$ cat config.mk
export PLATFORM = sky130hd
export DESIGN_NAME = video_out_load
export DESIGN_NICKNAME = d
export VERILOG_FILES = /design/src/rtl/video_out_load.sv
export SDC_FILE = /design/constraint.sdc
export NUM_CORES = 1
export LEC_CHECK = 0
export CAP_MARGIN = 20
export CORE_ASPECT_RATIO = 0.5
export CORE_UTILIZATION = 50
export CTS_CLUSTER_DIAMETER = 100
export DETAILED_ROUTE_END_ITERATION = 8
export PLACE_DENSITY = 0.83
export SYNTH_ARGS = -nofsm -noshare
export SYNTH_HDL_FRONTEND = slang
export SYNTH_SLANG_ARGS = --single-unit
export TNS_END_PERCENT = 1
$ cat constraint.sdc
create_clock -name clk -period 4.9 [get_ports clk]
set_input_delay 0.98 -clock clk [delete_from_list [all_inputs] [get_ports clk]]
set_output_delay 0.98 -clock clk [all_outputs]
set_load 0.01 [all_outputs]
$ cat src/rtl/video_out_load.sv
// Wishbone frame fetcher: reads one frame from RAM in NB_PACK-word bursts into the
// video output FIFO, re-reading the same frame until a new base address is posted.
module video_out_load #(
    parameter int p_WIDTH  = 640,
    parameter int p_HEIGHT = 480,
    parameter int NB_PACK  = 16
) (
    input  logic        clk,
    input  logic        RST,
    input  logic [31:0] wb_reg_ctr,
    input  logic [31:0] wb_reg_data,
    input  logic        fifo_space,
    output logic [31:0] fifo_data,
    output logic        fifo_we,
    output logic        interrupt,
    output logic        bus_err,
    output logic        p_wb_STB_O,
    output logic        p_wb_CYC_O,
    output logic        p_wb_LOCK_O,
    output logic        p_wb_WE_O,
    output logic [3:0]  p_wb_SEL_O,
    output logic [31:0] p_wb_ADR_O,
    input  logic [31:0] p_wb_DAT_I,
    input  logic        p_wb_ACK_I,
    input  logic        p_wb_ERR_I
);
    localparam int FRAME_WORDS = p_WIDTH * p_HEIGHT / 4;
    localparam int WIDX_W      = ($clog2(FRAME_WORDS) > 17) ? $clog2(FRAME_WORDS) : 17;
    localparam int BCNT_W      = $clog2(NB_PACK + 1);
    localparam logic [WIDX_W-1:0] LAST_IDX = WIDX_W'(FRAME_WORDS - 1);

    typedef enum logic [2:0] {
        WAIT_ADDR,
        WAIT_SPACE,
        READ,
        PUSH,
        FRAME_DONE
    } state_t;

    state_t              state;
    logic                ctr0_p1;
    logic                new_addr;
    logic [31:0]         new_base;
    logic [31:0]         base;
    logic [31:0]         pend_base;
    logic                pend_vld;
    logic [WIDX_W-1:0]   word_idx;
    logic [BCNT_W-1:0]   burst_cnt;
    logic [1:0]          done_cnt;
    logic                unused_bits;

    assign new_addr    = wb_reg_ctr[0] & ~ctr0_p1;
    assign new_base    = {wb_reg_data[31:2], 2'b00};
    assign p_wb_SEL_O  = 4'hF;
    assign p_wb_WE_O   = 1'b0;
    assign unused_bits = ^{wb_reg_ctr[31:1], wb_reg_data[1:0]};

    function automatic logic [31:0] word_addr(input logic [31:0] b,
                                              input logic [WIDX_W-1:0] idx);
        return b + {{(30-WIDX_W){1'b0}}, idx, 2'b00};
    endfunction

    always_ff @(posedge clk) begin
        if (RST) begin
            state       <= WAIT_ADDR;
            ctr0_p1     <= 1'b0;
            base        <= '0;
            pend_base   <= '0;
            pend_vld    <= 1'b0;
            word_idx    <= '0;
            burst_cnt   <= '0;
            done_cnt    <= '0;
            p_wb_STB_O  <= 1'b0;
            p_wb_CYC_O  <= 1'b0;
            p_wb_LOCK_O <= 1'b0;
            p_wb_ADR_O  <= '0;
            fifo_data   <= '0;
            fifo_we     <= 1'b0;
            interrupt   <= 1'b0;
            bus_err     <= 1'b0;
        end else begin
            ctr0_p1 <= wb_reg_ctr[0];
            fifo_we <= 1'b0;
            bus_err <= 1'b0;

            // A base posted while a frame is running only takes effect at the frame boundary.
            if (new_addr && state != WAIT_ADDR) begin
                pend_base <= new_base;
                pend_vld  <= 1'b1;
            end

            case (state)
                WAIT_ADDR: begin
                    if (new_addr) begin
                        base     <= new_base;
                        word_idx <= '0;
                        state    <= WAIT_SPACE;
                    end
                end

                WAIT_SPACE: begin
                    burst_cnt <= BCNT_W'(NB_PACK);
                    if (fifo_space) begin
                        p_wb_STB_O  <= 1'b1;
                        p_wb_CYC_O  <= 1'b1;
                        p_wb_LOCK_O <= 1'b1;
                        p_wb_ADR_O  <= word_addr(base, word_idx);
                        state       <= READ;
                    end
                end

                READ: begin
                    // An errored word is replaced by zero so the FIFO stays pixel-aligned.
                    if (p_wb_ERR_I || p_wb_ACK_I) begin
                        fifo_data  <= p_wb_ERR_I ? 32'h0 : p_wb_DAT_I;
                        fifo_we    <= 1'b1;
                        bus_err    <= p_wb_ERR_I;
                        p_wb_STB_O <= 1'b0;
                        state      <= PUSH;
                    end
                end

                PUSH: begin
                    word_idx  <= word_idx + WIDX_W'(1);
                    burst_cnt <= burst_cnt - BCNT_W'(1);
                    if (word_idx == LAST_IDX) begin
                        p_wb_CYC_O  <= 1'b0;
                        p_wb_LOCK_O <= 1'b0;
                        interrupt   <= 1'b1;
                        done_cnt    <= '0;
                        state       <= FRAME_DONE;
                    end else if (burst_cnt == BCNT_W'(1)) begin
                        p_wb_CYC_O  <= 1'b0;
                        p_wb_LOCK_O <= 1'b0;
                        state       <= WAIT_SPACE;
                    end else begin
                        p_wb_STB_O <= 1'b1;
                        p_wb_ADR_O <= word_addr(base, word_idx + WIDX_W'(1));
                        state      <= READ;
                    end
                end

                FRAME_DONE: begin
                    done_cnt <= done_cnt + 2'd1;
                    if (done_cnt == 2'd2) begin
                        interrupt <= 1'b0;
                        word_idx  <= '0;
                        pend_vld  <= 1'b0;
                        state     <= WAIT_SPACE;
                        if (new_addr)
                            base <= new_base;
                        else if (pend_vld)
                            base <= pend_base;
                    end
                end

                default: state <= WAIT_ADDR;
            endcase
        end
    end
endmodule
; ---- Word-level counts from Yosys, hierarchy flattened
; Cells that the tools add are included.
[totals]
regBits = 160
in_bits = 101
out_inout_bits = 75
wordCells = 98
[classes]
n_addsub = 5
n_eq_ne = 16
mux = 38
bitwise = 4
n_reduce_logical = 20
[op_table]
columns = op, n
row1 = $mux W32, 8
row2 = $pmux W32 S2, 2
row3 = $add A32 B19 Y32, 2
row4 = $pmux W17 S3, 1
row5 = $mux W17, 2
row6 = $add A17 B1 Y17 const B, 1
row7 = $eq A17 B17 Y1 const B, 1
row8 = $mux W3, 5
row9 = $pmux W3 S5, 1
row10 = $ne A2 B2 Y1 const B, 7
row11 = $mux W1, 12
row12 = $reduce_and A4 Y1, 3
row13 = $pmux W5 S2, 1
row14 = $reduce_and A3 Y1, 3
row15 = $reduce_bool A3 Y1, 3
row16 = $eq A3 B2 Y1 const B, 2
row17 = $ne A3 B3 Y1 const B, 2
row18 = $reduce_bool A2 Y1, 3
row19 = $eq A5 B1 Y1 const B, 1
row20 = $reduce_and A5 Y1, 1
row21 = $sub A5 B1 Y5 const B, 1
row22 = $mux W2, 2
row23 = $pmux W1 S2, 2
row24 = $pmux W2 S2, 1
row25 = other kinds (13), 16

; ---- Logic depth before layout (Yosys ltp)
; Gate-level depths: netlist of run 1.
[depth]
depth_word = 6
mapped_depth = 16
depth_no_buf = 13

; ---- Least setup slack after synthesis of run 1
; OpenSTA, ideal clock, no wires.
[synth_timing]
path_kind = register -> register
startpoint = reg word_idx[0]
endpoint = reg p_wb_ADR_O[24]
setup_time_ns = 0.091
t_arrival_ns = 3.378
required_ns = 4.809
setup_slack_ns = 1.431
stages_incl_launch_ff = 15
path_buffers = 1
synth_period_minus_slack_ns = 3.469
cell_sequence = dfxtp_1 > ha_1 > nand3_1 > nor4_1 > and2_1 > and3_1 > xor2_1 > ha_1 > nand3_1 > o221ai_1 > a221oi_1 > o221a_2 > buf_6 > or3_1 > a311oi_1
[synth_between]
elab_chain_len = 5
elab_cells_between_ends = 10
cone_classes = add/sub (3) / eq/ne (2) / mux (4) / reduce/logical (1)
[synth_lines]
columns = item, line
row1 = start: declaration, 47  ; logic [WIDX_W-1:0] word_idx;
row2 = start signal: assignment, 124  ; word_idx <= word_idx + WIDX_W'(1);
row3 = $add A17 B1 Y17, 138  ; p_wb_ADR_O <= word_addr(base, word_idx + WIDX_W'(1));
row4 = $add A32 B19 Y32, 60  ; return b + {{(30-WIDX_W){1'b0}}, idx, 2'b00};
row5 = $mux W32, 132  ; end else if (burst_cnt == BCNT_W'(1)) begin
row6 = $mux W32, 126  ; if (word_idx == LAST_IDX) begin
row7 = $pmux W32 S2, 92  ; case (state)
row8 = end signal: assignment, 107  ; p_wb_ADR_O <= word_addr(base, word_idx);
row9 = end signal: assignment, 138
row10 = end: declaration, 22  ; output logic [31:0] p_wb_ADR_O,
; Parallel ways exist; a longest one is shown, timed or not. The select of a mux whose other input is x is not followed.
; A chain may end at the register's enable or synchronous reset.

; ---- Final worst setup path of run 1
[layout_timing]
startpoint = reg state[1]
endpoint = reg p_wb_ADR_O[26]
[layout_between]
elab_chain_len = 3
elab_cells_between_ends = 8
cone_classes = eq/ne (5) / mux (1) / reduce/logical (2)
[layout_lines]
columns = item, line
row1 = start: declaration, 40  ; state_t state;
row2 = start signal: assignment, 65  ; state <= WAIT_ADDR;
row3 = start signal: assignment, 97  ; state <= WAIT_SPACE;
row4 = start signal: assignment, 108  ; state <= READ;
row5 = $eq A3 B2 Y1 / $eq A3 B1 Y1 (equally long branches), 92
row6 = $ne A2 B2 Y1 (no source line) / $reduce_bool A2 Y1 (equally long branches), --
row7 = $reduce_and A4 Y1 (no source line), --
; Parallel ways exist; a longest one is shown, timed or not.

==> run metrics, run 1 <==
Worst Max-Slew Pin Slew 1023 ps; CORE AREA 0.01462 mm²; final core occ 65.70%; Post-synth ARST share 0%; cell accounting for the most synthesized area dfxtp_1; Final HPWL DP 12.90 mm; Via-to-Cell Ratio 5.802; fin cells 1222; Net Switching ~0.81 mW; pwr/cell area roughly 320 mW/mm²; Net Sw Frac between 20% and 30%; layout cell share with drive strength beyond 1 about 5.7%; CP Launch Type flip-flop; maximum vdd drop 0.3047 mV; worst hold path depth 2; initial DRC count 590; GR Overflow Total 0; main combinational cell family by area after synthesis compound AO/OA/AOI/OAI gates; Post-synth EDFFs 0; setup violators final 0; Reg power frac 44.3%; die area 0.01564 mm²; routed len/inst roughly 16 µm; MaxCap Viol Count 0; Clock Tree Buf Depth 2; Hold WC Path Type flip-flop to flip-flop; Clock Power Share 44.5%; Buffers on Ports 135; Vias 7090; Total Routing Usage GR 25.14%; vias in the first global route about 6800; hold_buf cts 0; Yosys warning count 0; clk_lat worst skew about 420 ps; Core Rows 31; CTS tree built; Residual DRC 0; Synth Area in Compound Gates 22.77%; Syn Inst Count 906; number of synthesized register bits 156; outcome complete, no violations; Die W around 180 µm; setup bufs post-CTS 0; final cycle utilization of the critical path 86.58%; nets roughly 1100; placed inst area 0.008981 mm²; Reg-to-Reg Start state[1]; combinational share of power around 11%; f_max 235.7 MHz; reg2reg end p_wb_ADR_O[26]; Synth Area in Adders 3.908%; distinct cell type count after synthesis 62; placed insts 1189; FILL cells 1160; Area Growth Syn to Fin 27.14%; post_cts resized 0; mux cell area share after synthesis around 4.2%; top-area cell type share of the netlist area 41.33%; Hold Vio Cnt, Final 0; r2r worst-path depth 11; post-route cell area ~0.0096 mm²; most frequent cell after synthesis dfxtp_1; Hold Startpoint p_wb_ADR_O[6]; Hold Path Sink p_wb_ADR_O[6]; CTS buffer count 17; diode count 0; synth cell count leaders dfxtp_1, nand2_1, a21oi_1; Worst slew margin 31.80%; Die Ht 88.93 µm; Post-Synth Simple-Gate Area 19.80%; first-pass GRT wire length 31.60 mm; I/O Pins 176; R2R setup slack 660 ps; sequential share of the synthesized area between 40% and 50%; CP max FO 16; Reg clk slew, reported paths 70 ps; CTS H-tree lvls 4; ANT nets after route 0; initial antenna violation count 0; average size of a mapped cell 8.340 µm²; crit path kind flip-flop to flip-flop; TritonCTS Sinks 156; WP data arrival 4570 ps; final worst setup slack between 600 and 700 ps; clock skew 9.548 ps; setup_tns 0 ps; Slew Limit Fails 0; 1st-pass router iterations 5; global placement routability congestion roughly 0.93; RSZ-0062 raised after global routing no; crit end category flip-flop; Min Clock Period, post-route 4243 ps; LEAKAGE about 3.8 nW; WP data required 5230 ps; largest net degree at the start of global routing 61; CTS Root Cell clkbuf_16; Mapped Area 0.007556 mm²; Setup WS pre-CTS 754.3 ps; largest cells by area after synthesis dfxtp_1, nand2_1, a21oi_1, mux2i_1, nor2_1; WL final 19.16 mm; Post-Synth XOR/XNOR Area 2.550%; Top FF cell, synth dfxtp_1; Initial Util 51.67%; Int Pwr 2.307 mW
[metal layers]
| metal | GRT usage (%) | vias up | wire length, µm |
|---|---|---|---|
| met5 | 0 | - | 0 |
| met1 | 29.81 | 3330 | 8415 |
| li1 | - | 3479 | - |
| met2 | 44.59 | 247 | 9117 |
| met4 | 10.12 | 0 | 356 |
| met3 | 6.293 | 34 | 1265 |
[worst max-delay path, stage by stage (launching register included)]
cell and delay [ps]:
dfxtp_1 670, nand3b_1 400, buf_4 300, nor4_2 570
xor2_1 150, ha_1 410, nand2_1 60, o21ai_0 390
a221oi_1 170, o221a_2 380, or3_1 380, a311oi_1 260
[per-stage QoR]
| step | total power, mW | hold slack [ps] |
|---|---|---|
| 6_report | 3.117 | 450.4 |
| 5_1_grt | 3.225 | 474.1 |
| 4_1_cts | 3.121 | 453.7 |
| 3_5_place_dp | 1.750 | 445.4 |
| 3_3_place_gp | 1.740 | 440.5 |
| 2_1_floorplan | 1.599 | 435.7 |
[placed cells by master, fill, tap and decap left out, types with 4 or more instances in the layout]
master and count:
dfxtp_1 156, a22o_1 32, a31oi_1 8, nor2b_1 8, and3_1 14, inv_6 5
nand4_1 8, nand2b_1 6, a211o_1 5, and2_1 5, nor2_1 77, clkdlybuf4s50_1 134
or3_1 7, inv_1 22, conb_1 7, o21ai_0 45, nor4_1 7, nand3_1 38
mux2i_1 32, ha_1 22, a211oi_1 37, o211ai_1 7, a21oi_1 81, a311oi_1 8
o21a_1 4, xor2_1 12, nand2_1 121, buf_4 12, nor3_1 14, clkbuf_16 17
xnor2_1 10, a21o_1 4
[cells by family after synthesis]
family | Yosys count
buffers and inverters | 89
multiplexers | 32
XOR/XNOR | 22
other | 2
AND/OR/NAND/NOR | 322
AO/OA/AOI/OAI | 260
flip-flops | 156
adder cells (fa/ha/maj) | 23
[power by group through the flow]
stage / registers [mW] / clock network, mW / logic [mW]
after floorplan: 1.39 / 0 / 0.204
after global placement: 1.41 / 0 / 0.334
after detailed placement: 1.41 / 0 / 0.343
after CTS: 1.38 / 1.39 / 0.347
after global routing: 1.39 / 1.45 / 0.385
final: 1.38 / 1.39 / 0.349
[layout make-up]
class / count / area (µm²) / area share [%]
Multi-Input combinational cell: 666 / 4069 / 42.35
Sequential cell: 156 / 3123 / 32.51
Timing Repair Buffer: 148 / 1474 / 15.34
Clock buffer: 19 / 432.9 / 4.506
Tap cell: 198 / 247.7 / 2.579
Clock inverter: 13 / 177.7 / 1.849
Inverter: 22 / 82.58 / 0.8596
[registers in the layout (all words and copies together) (netlist names), 2 cells and up]
name        cells
burst_cnt       5
p_wb_ADR_O     30
pend_base      30
word_idx       17
base           30
state           3
done_cnt        2
fifo_data      32
[worst max path at each step]
stage                      startpoint        endpoint  slack (ps)  depth (start not counted)
after floorplan           word_idx[0]  p_wb_ADR_O[24]        1430                         14
after detailed placement     state[1]  p_wb_ADR_O[26]         750                         11
final                        state[1]  p_wb_ADR_O[26]         660                         11
after global placement       state[1]  p_wb_ADR_O[26]         900                         11
after CTS                    state[1]  p_wb_ADR_O[26]         700                         11
after global routing         state[1]  p_wb_ADR_O[26]         260                         11
(Power assumes the default switching activity.)
==> run 2: changes to the inputs <==
--- a/config.mk
+++ b/config.mk
@@ -10,7 +10,7 @@
 export CORE_UTILIZATION = 50
 export CTS_CLUSTER_DIAMETER = 100
 export DETAILED_ROUTE_END_ITERATION = 8
-export PLACE_DENSITY = 0.83
+export PLACE_DENSITY_LB_ADDON = 0.08
 export SYNTH_ARGS = -nofsm -noshare
 export SYNTH_HDL_FRONTEND = slang
 export SYNTH_SLANG_ARGS = --single-unit
==> run 2 against run 1 <==
Effect of this change: flip-flop and latch count stayed put; clock skew rose by 3.0 ps; critical path type unchanged; critical endpoint unchanged; wire length is 1.8% lower.
==> run metrics, run 2 (synthesized netlist as in run 1, its figures left out) <==
nets 1132 (-0.26%); WP data arrival 4410 ps (-160 ps); LEAKAGE 3.724 nW (-1.1%); Total Routing Usage GR 24.76% (-0.38 points); Area Growth Syn to Fin 26.30%; fin cells 1219 (-0.25%); diode count 0 (unchanged); Die Ht 88.93 µm (unchanged); 1st-pass router iterations 4 (-1); outcome complete, no violations; Final HPWL DP 12.79 mm (-0.84%); number of flip-flops in the largest register 32 (unchanged); crit end category flip-flop; Core Rows 31 (unchanged); reg2reg end p_wb_ADR_O[26]; CP Launch Type flip-flop; most frequent cells in the layout dfxtp_1, clkdlybuf4s50_1, nand2_1, a21oi_1, nor2_1; layout cell share with drive strength beyond 1 5.485% (-0.18 points); vias in the first global route 6449 (-4.6%); CP max FO 12 (-4); setup_tns 0 ps (unchanged); Slew Limit Fails 0 (unchanged); placed insts 1187 (-0.17%); CTS buffer count 17 (unchanged); Die W 175.9 µm (unchanged); crit path kind flip-flop to flip-flop; Vias 6987 (-1.5%); most flop-heavy register fifo_data; Hold Path Sink p_wb_ADR_O[7]; CTS tree built; Min Clock Period, post-route 4073 ps (-170.1 ps); Hold WC Path Type flip-flop to flip-flop; TritonCTS Sinks 156 (unchanged); first-pass GRT wire length 30.80 mm (-2.5%); final core occ 65.26% (-0.44 points); ANT nets after route 0 (unchanged); global placement routability congestion 0.9163 (-1.7%); RSZ-0062 raised after global routing no; MaxCap Viol Count 0 (unchanged); Initial Util 51.67% (unchanged); r2r worst-path depth 13 (+2); clk_lat worst skew 420 ps (about the same); Hold Startpoint p_wb_ADR_O[7]; setup bufs post-CTS 0 (unchanged); WP data required 5230 ps (about the same); final cycle utilization of the critical path 83.11% (-3.5 points); die area 0.01564 mm² (unchanged); Reg-to-Reg Start word_idx[1]; GR Overflow Total 0 (unchanged); worst hold path depth 2 (unchanged); CTS Root Cell clkbuf_16; hold_buf cts 0 (unchanged); Via-to-Cell Ratio 5.732 (-1.2%); Clock Tree Buf Depth 2 (unchanged); Worst slew margin 25.60% (-6.2 points); WL final 18.81 mm (-1.8%); largest net degree at the start of global routing 77 (+26%); R2R setup slack 830 ps (+170 ps); most common cell after layout, fill and taps aside dfxtp_1; I/O Pins 176 (unchanged); FILL cells 1268 (+9.3%); initial antenna violation count 0 (unchanged); Hold Vio Cnt, Final 0 (unchanged); routed len/inst 15.43 µm (-1.6%); initial DRC count 436 (-26%); setup violators final 0 (unchanged); Buffers on Ports 135 (unchanged); Worst Max-Slew Pin Slew 1088 ps (+64.95 ps); f_max 245.5 MHz (+4.2%); Residual DRC 0 (unchanged); maximum vdd drop 0.2161 mV (-29%); pwr/cell area 317.3 mW/mm² (-2.2%); clock skew 12.55 ps (+2.998 ps); area occupied by multi-input gates 0.004069 mm² (unchanged); CTS H-tree lvls 4 (unchanged); Reg clk slew, reported paths 70 ps (about the same); Register Area 0.003123 mm² (unchanged); CORE AREA 0.01462 mm² (unchanged); post_cts resized 0 (unchanged)
-- run 2: area by class of cell --
type                       instances  area share (%)
sequential                       156           32.73
tap                              198           2.596
clock inverter                    14           1.547
inverter                          22          0.8653
clock buffer                      18           4.497
timing repair buffer             145           15.13
multi-input combinational        666           42.64
-- run 2: worst max path at each step --
stage                startpoint             end  slack (ps)  cells past startpoint
floorplan           word_idx[0]  p_wb_ADR_O[24]        1430                     14
global placement    word_idx[0]  p_wb_ADR_O[26]        1000                     13
detailed placement  word_idx[1]  p_wb_ADR_O[26]         920                     13
CTS                 word_idx[1]  p_wb_ADR_O[26]         910                     13
global route        word_idx[1]  p_wb_ADR_O[24]         530                     13
finish              word_idx[1]  p_wb_ADR_O[26]         830                     13
-- run 2: worst max-delay path, stage by stage (launching register included) --
cell	delay (ps)
dfxtp_1	380
ha_1	230
nand3_1	250
nor4_1	630
and2_1	290
and3_1	200
xor2_1	70
ha_1	390
nand3_1	190
o221ai_1	230
a221oi_1	130
o221a_2	370
or3_1	360
a311oi_1	250
-- run 2: routing by layer --
layer / wire (µm) / global-route usage [%] / vias up / share of wire, %
met1: 8623 / 30.44 / 3294 / 46
li1: - / - / 3455 / -
met4: 260 / 7.431 / 0 / 1.4
met3: 1251 / 6.675 / 26 / 6.7
met2: 8672 / 43.19 / 212 / 46
met5: 0 / 0 / - / 0
-- run 2: per-stage QoR --
step           cell area [µm²]  worst slack (ps)  total power [mW]  hold slack (ps)
5_1_grt                   9543             526.7             3.151            469.0
3_5_place_dp              8966             918.4             1.750            445.6
6_report                  9543             827.5             3.028            452.1
3_3_place_gp              8939              1000             1.742            440.9
2_1_floorplan             7575              1431             1.599            435.7
4_1_cts                   9543             913.3             3.047            454.5
-- run 2: power breakdown --
part / internal, mW / switching [mW]
sequential: 1.33 / 0.0523
combinational: 0.161 / 0.185
clock: 0.720 / 0.583
total: 2.21 / 0.820
